## src/rtl/sensor_on_isleyici.sv

```systemverilog
// Sensor conditioning ahead of the autopilot: moving-average filters, stale
// detection with cross-substitution, and a debounced target-altitude strobe.
//
// Ports:
//   clk, rst                 clock, synchronous active-low reset
//   gnss_raw_i/gnss_valid_i  raw GNSS altitude and one-cycle qualifier
//   alt_raw_i/alt_valid_i    raw altimeter altitude and one-cycle qualifier
//   hedef_i/hedef_valid_i    operator target altitude and held "enter"
//   gnss_o, altimetre_o      filtered (or substituted) altitudes
//   hedef_yukseklik_o        last accepted target altitude
//   yukseklik_bilgisi_o      one-cycle pulse per accepted entry
//   sensor_hata_o            {altimeter stale, GNSS stale}

module soi_ortalama #(
    parameter int unsigned TIMEOUT = 1000
) (
    input  logic       clk,
    input  logic       rst,
    input  logic [5:0] raw_i,
    input  logic       valid_i,
    output logic [5:0] avg_o,
    output logic       stale_o
);

    logic [5:0]  win_q [4];
    logic [5:0]  win_d [4];
    logic [7:0]  sum_q, sum_d;
    logic [1:0]  idx_q, idx_d;
    logic [15:0] cnt_q, cnt_d;
    logic        seen_q, seen_d;

    always_comb begin
        win_d  = win_q;
        sum_d  = sum_q;
        idx_d  = idx_q;
        seen_d = seen_q;
        cnt_d  = (cnt_q == 16'hFFFF) ? cnt_q : cnt_q + 16'd1;
        if (valid_i) begin
            cnt_d  = '0;
            seen_d = 1'b1;
            if (!seen_q) begin
                // First sample fills the window so the average starts on it.
                for (int i = 0; i < 4; i++) begin
                    win_d[i] = raw_i;
                end
                sum_d = {raw_i, 2'b00};
                idx_d = '0;
            end else begin
                sum_d        = sum_q + {2'b00, raw_i} - {2'b00, win_q[idx_q]};
                win_d[idx_q] = raw_i;
                idx_d        = idx_q + 2'd1;
            end
        end
    end

    always_ff @(posedge clk) begin
        if (!rst) begin
            for (int i = 0; i < 4; i++) begin
                win_q[i] <= '0;
            end
            sum_q  <= '0;
            idx_q  <= '0;
            cnt_q  <= '0;
            seen_q <= 1'b0;
        end else begin
            win_q  <= win_d;
            sum_q  <= sum_d;
            idx_q  <= idx_d;
            cnt_q  <= cnt_d;
            seen_q <= seen_d;
        end
    end

    assign avg_o   = sum_q[7:2];
    assign stale_o = !seen_q || (cnt_q >= 16'(TIMEOUT));

endmodule

module sensor_on_isleyici #(
    parameter int unsigned TIMEOUT  = 1000,
    parameter int unsigned DEBOUNCE = 4
) (
    input  logic       clk,
    input  logic       rst,
    input  logic [5:0] gnss_raw_i,
    input  logic       gnss_valid_i,
    input  logic [5:0] alt_raw_i,
    input  logic       alt_valid_i,
    input  logic [5:0] hedef_i,
    input  logic       hedef_valid_i,
    output logic [5:0] gnss_o,
    output logic [5:0] altimetre_o,
    output logic [5:0] hedef_yukseklik_o,
    output logic       yukseklik_bilgisi_o,
    output logic [1:0] sensor_hata_o
);

    typedef enum logic [1:0] {
        IDLE,
        DEB,
        WREL
    } durum_e;

    logic [5:0] gnss_avg, alt_avg;
    logic       gnss_stale, alt_stale;

    soi_ortalama #(.TIMEOUT(TIMEOUT)) u_gnss (
        .clk     (clk),
        .rst     (rst),
        .raw_i   (gnss_raw_i),
        .valid_i (gnss_valid_i),
        .avg_o   (gnss_avg),
        .stale_o (gnss_stale)
    );

    soi_ortalama #(.TIMEOUT(TIMEOUT)) u_alt (
        .clk     (clk),
        .rst     (rst),
        .raw_i   (alt_raw_i),
        .valid_i (alt_valid_i),
        .avg_o   (alt_avg),
        .stale_o (alt_stale)
    );

    // A stale sensor borrows the healthy one; otherwise each keeps its own.
    assign gnss_o      = (gnss_stale && !alt_stale) ? alt_avg : gnss_avg;
    assign altimetre_o = (alt_stale && !gnss_stale) ? gnss_avg : alt_avg;
    assign sensor_hata_o = {alt_stale, gnss_stale};

    durum_e     state_q, state_d;
    logic [7:0] cnt_q, cnt_d;
    logic [5:0] cap_q, cap_d;
    logic [5:0] hedef_q, hedef_d;
    logic       puls_q, puls_d;

    always_comb begin
        state_d = state_q;
        cnt_d   = cnt_q;
        cap_d   = cap_q;
        hedef_d = hedef_q;
        puls_d  = 1'b0;
        unique case (state_q)
            IDLE: begin
                if (hedef_valid_i) begin
                    state_d = DEB;
                    cap_d   = hedef_i;
                    cnt_d   = 8'd1;
                end
            end
            DEB: begin
                if (!hedef_valid_i) begin
                    state_d = IDLE;
                end else if (hedef_i != cap_q) begin
                    cap_d = hedef_i;
                    cnt_d = 8'd1;
                end else if (cnt_q + 8'd1 == 8'(DEBOUNCE)) begin
                    cnt_d   = cnt_q + 8'd1;
                    hedef_d = cap_q;
                    puls_d  = 1'b1;
                    state_d = WREL;
                end else begin
                    cnt_d = cnt_q + 8'd1;
                end
            end
            WREL: begin
                if (!hedef_valid_i) begin
                    state_d = IDLE;
                end
            end
            default: state_d = IDLE;
        endcase
    end

    always_ff @(posedge clk) begin
        if (!rst) begin
            state_q <= IDLE;
            cnt_q   <= '0;
            cap_q   <= '0;
            hedef_q <= '0;
            puls_q  <= 1'b0;
        end else begin
            state_q <= state_d;
            cnt_q   <= cnt_d;
            cap_q   <= cap_d;
            hedef_q <= hedef_d;
            puls_q  <= puls_d;
        end
    end

    assign hedef_yukseklik_o   = hedef_q;
    assign yukseklik_bilgisi_o = puls_q;

endmodule

```

## config.mk

```make
export PLATFORM = sky130hd
export DESIGN_NAME = sensor_on_isleyici
export DESIGN_NICKNAME = d
export VERILOG_FILES = /design/src/rtl/sensor_on_isleyici.sv
export SDC_FILE = /design/constraint.sdc
export NUM_CORES = 1
export LEC_CHECK = 0
export CAP_MARGIN = 20
export CORE_MARGIN = 3
export CORE_UTILIZATION = 50
export DETAILED_ROUTE_END_ITERATION = 16
export PLACE_DENSITY_LB_ADDON = 0.3
export SLEW_MARGIN = 10
export SYNTH_ARGS = -nofsm -noshare
export SYNTH_HDL_FRONTEND = slang
export SYNTH_HIERARCHICAL = 1
export SYNTH_SLANG_ARGS = --single-unit
```

## constraint.sdc

```tcl
create_clock -name clk -period 6.9 [get_ports clk]
set_input_delay 0.69 -clock clk [delete_from_list [all_inputs] [get_ports clk]]
set_output_delay 0.69 -clock clk [all_outputs]
set_load 0.03 [all_outputs]
```

==> impl_results.md <==
- Drt total wl: 14.5 mm
- Inserted Clock Buffers: 17
- CTS resizes: 0
- WP buf/inv: 2
- Reg2Reg Depth: 9
- Initial Util: a little over half
- Setup TNS: 0 ns
- Fin cells: between 1,000 and 1,500
- Setup Buffers After CTS: 0
- Critical path, cell by cell: inv_1 -> nor4_1 -> o211ai_1 -> nor2b_1 -> mux2_2 -> clkdlybuf4s50_1
- Most frequent cells in the layout: dfxtp_1 (125), nor2_1 (91), a21oi_1 (72)
- Skew final: ~0.008 ns
- Initial antenna violation count: 0
- Initial DRC count: just under 400
- Wire length of the first global-routing pass: about 25 mm
- Synth Warn #: 6
- Final nets: between 900 and 1,000
- R2R Setup Slk: about 3.5 ns
- Post-synth EDFFs: 0
- Final Util: roughly three fifths
- Total Power: about 2000 uW
- Crit path to: altimetre_o[5]
- WS Path Type: reg2out
- Asr flop ratio synth: 0%
- Root Buffer: clkbuf_16
- Commonest non-fill, non-tap cell in the layout: dfxtp_1
- GR Util All Layers: a little under a fifth
- Clock transition at path regs: approximately 0.06 ns
- Synthesized Nets: approximately 900
- Vias in the first global route: between 5,000 and 6,000
- Worst path depth: 6
- RD Place Congestion: between 0.8 and 0.9
- Status: completed
- CP Launch Point: u_gnss/seen_q
- FP Rows: between 40 and 50
- Fraction of layout cells with a size suffix above 1: 8.65%
- Pre-antenna DRT Iters: 5
- Largest net degree at the start of global routing: 91
- Crit-path slowest cell: dfxtp_1
- Post-synthesis area per instance: between 8 and 9 um^2
- H-tree Lvls: 4
- P per Cell Area: ~260 nW/um^2
- Post-DP HPWL: 9.78 mm
- Vias per Instance: between 5 and 6
- Placed cells: ~1,000
- Max-Cap Viols: 0
- Max frequency: between 0.2 and 0.25 GHz
- Peak VDD IR: 0.166 mV
- CP delay by family, top: buffers and inverters
- P_leak: ~0.0031 uW
- Clock Tree Buf Depth: 2
- WL/cell: around 14 um
- Slew @ Worst Pin: 0.907 ns
- Min Tclk post-route: 4.01 ns
- Max incr delay on CP: approximately 0.62 ns
- Input/output buffers: 43
- Antenna diodes: 0
- Fill count: roughly 1,200
- Setup violators final: 0
- Mapped cell area: 7020 um^2
- Cell count after synthesis: 831
- Gr ovfl total: 0
- Vias: 5,549
- Final Cycle Share: approximately three fifths
- Area growth, synth to finish: 14.0%
- CTS tree: built
- Die area: 15,500 um^2
- Critical Path Fanout Max: 15
- TritonCTS Sinks: ~130
- Crit end category: primary output
- Clock Latency Late Sink: a little over 0.4 ns
- Reg-to-Reg End: u_alt/sum_q[4]
- Hold Buf Count CTS: 0
- Die W: 125 um
- RSZ-0062 raised after global routing: false
- Ys flop type: dfxtp_1
- Hold WC Path Type: reg2reg
- IO Pins: 44
- Req. time, crit path: between 6 and 7 ns
- Reg-to-reg critical path startpoint: u_alt/idx_q[0]
- Fin. Hold Viols: 0
- Slew Viols, Final: 0
- Slew HR: about two fifths
- DRC viols: 0
- Sequential share of the synthesized area: 35.6%
- ANT nets after route: 0
- Synth cell types: between 60 and 70
- Die Span Y: 125 um
- Core area: ~14,000 um^2
- Worst Setup Start Kind: flop
- Worst hold path depth: 2
- Crit path DAT: 3.32 ns
- #FFs+latches synth: about 130
-- tightest hold or removal path, cell delays in order, from the launching register on --
cell	delay (ns)
dfxtp_1	0.31
nand2_1	0.05
mux2i_1	0.05
-- synth_stat cells, types with 12 or more instances --
cell	count	area [um^2]
dfxtp_1	125	2500
nor2_1	91	342
a21oi_1	72	360
nand2_1	69	259
inv_1	61	229
nor2b_1	60	375
o21ai_0	33	165
ha_1	30	375
clkbuf_1	26	97.6
nand3_1	21	105
mux2i_1	20	200
xor2_1	18	158
xnor2_1	15	131
buf_4	14	105
nor3_1	14	70.1
fa_1	12	240
mux2_2	12	135
mux4_2	12	270
o21ai_1	12	60.1
-- cell families (layout without fill, tap and decap cells) --
logic type	count (synthesis)	in the layout	synth area share [%]
and+or+nand+nor	313	313	22.7
AOI/OAI and AO/OA	159	159	13.0
DFF	125	125	35.6
buffers and inverters	115	139	7.23
muxes	44	44	8.62
adders and majority gates	42	42	8.76
xor gates and xnor gates	33	33	4.11
-- where the power goes --
part           switching (uW)  internal, uW  total [uW]
registers                27.7           753         781
logic                     211           160         371
clock network             331           561         892
-- routing by layer --
metal / GRT usage (%) / share of wire, %
met5: 0 / 0
met4: 6.58 / 1.8
met3: 4.25 / 3.7
met2: 29.5 / 45
met1: 26.0 / 49
-- how the worst min path moves through the flow --
stage          slack [ns]                    to            startpoint
3_3_place_gp         0.45  hedef_yukseklik_o[4]  hedef_yukseklik_o[4]
6_report             0.46  hedef_yukseklik_o[5]  hedef_yukseklik_o[5]
5_1_grt              0.48  hedef_yukseklik_o[1]  hedef_yukseklik_o[1]
4_1_cts              0.46  hedef_yukseklik_o[2]  hedef_yukseklik_o[2]
3_5_place_dp         0.45  hedef_yukseklik_o[2]  hedef_yukseklik_o[2]
2_1_floorplan        0.46              cnt_q[7]              cnt_q[7]
-- flip-flops by register name (all words and copies together) (netlist names) --
signal,count
cap_q,6
cnt_q,8
hedef_yukseklik_o,6
state_q,2
u_alt/cnt_q,16
u_alt/idx_q,2
u_alt/seen_q,1
u_alt/sum_q,8
u_alt/win_q,24
u_gnss/cnt_q,16
u_gnss/idx_q,2
u_gnss/seen_q,1
u_gnss/sum_q,8
u_gnss/win_q,24
yukseklik_bilgisi_o,1
-- per-stage QoR --
stage / hold slack [ns] / area (um^2) / setup WS, ns
after CTS: 0.459 / 8010 / 2.86
final: 0.458 / 8010 / 2.89
after detailed placement: 0.451 / 7410 / 3.31
after global routing: 0.478 / 8010 / 2.61
after floorplan: 0.458 / 7020 / 3.76
after global placement: 0.446 / 7410 / 3.49
-- area by class of cell --
class / count / area [um^2] / share of cell area [%]
clock buffers: 20 / 467 / 5.83
clock inverters: 12 / 136 / 1.70
inverters: 63 / 236 / 2.95
multi-input cells: 591 / 4010 / 50.1
flip-flops and latches: 125 / 2500 / 31.2
well taps: 176 / 220 / 2.75
repair buffers: 44 / 433 / 5.41
Note: power is estimated with default switching activity, not from simulation.
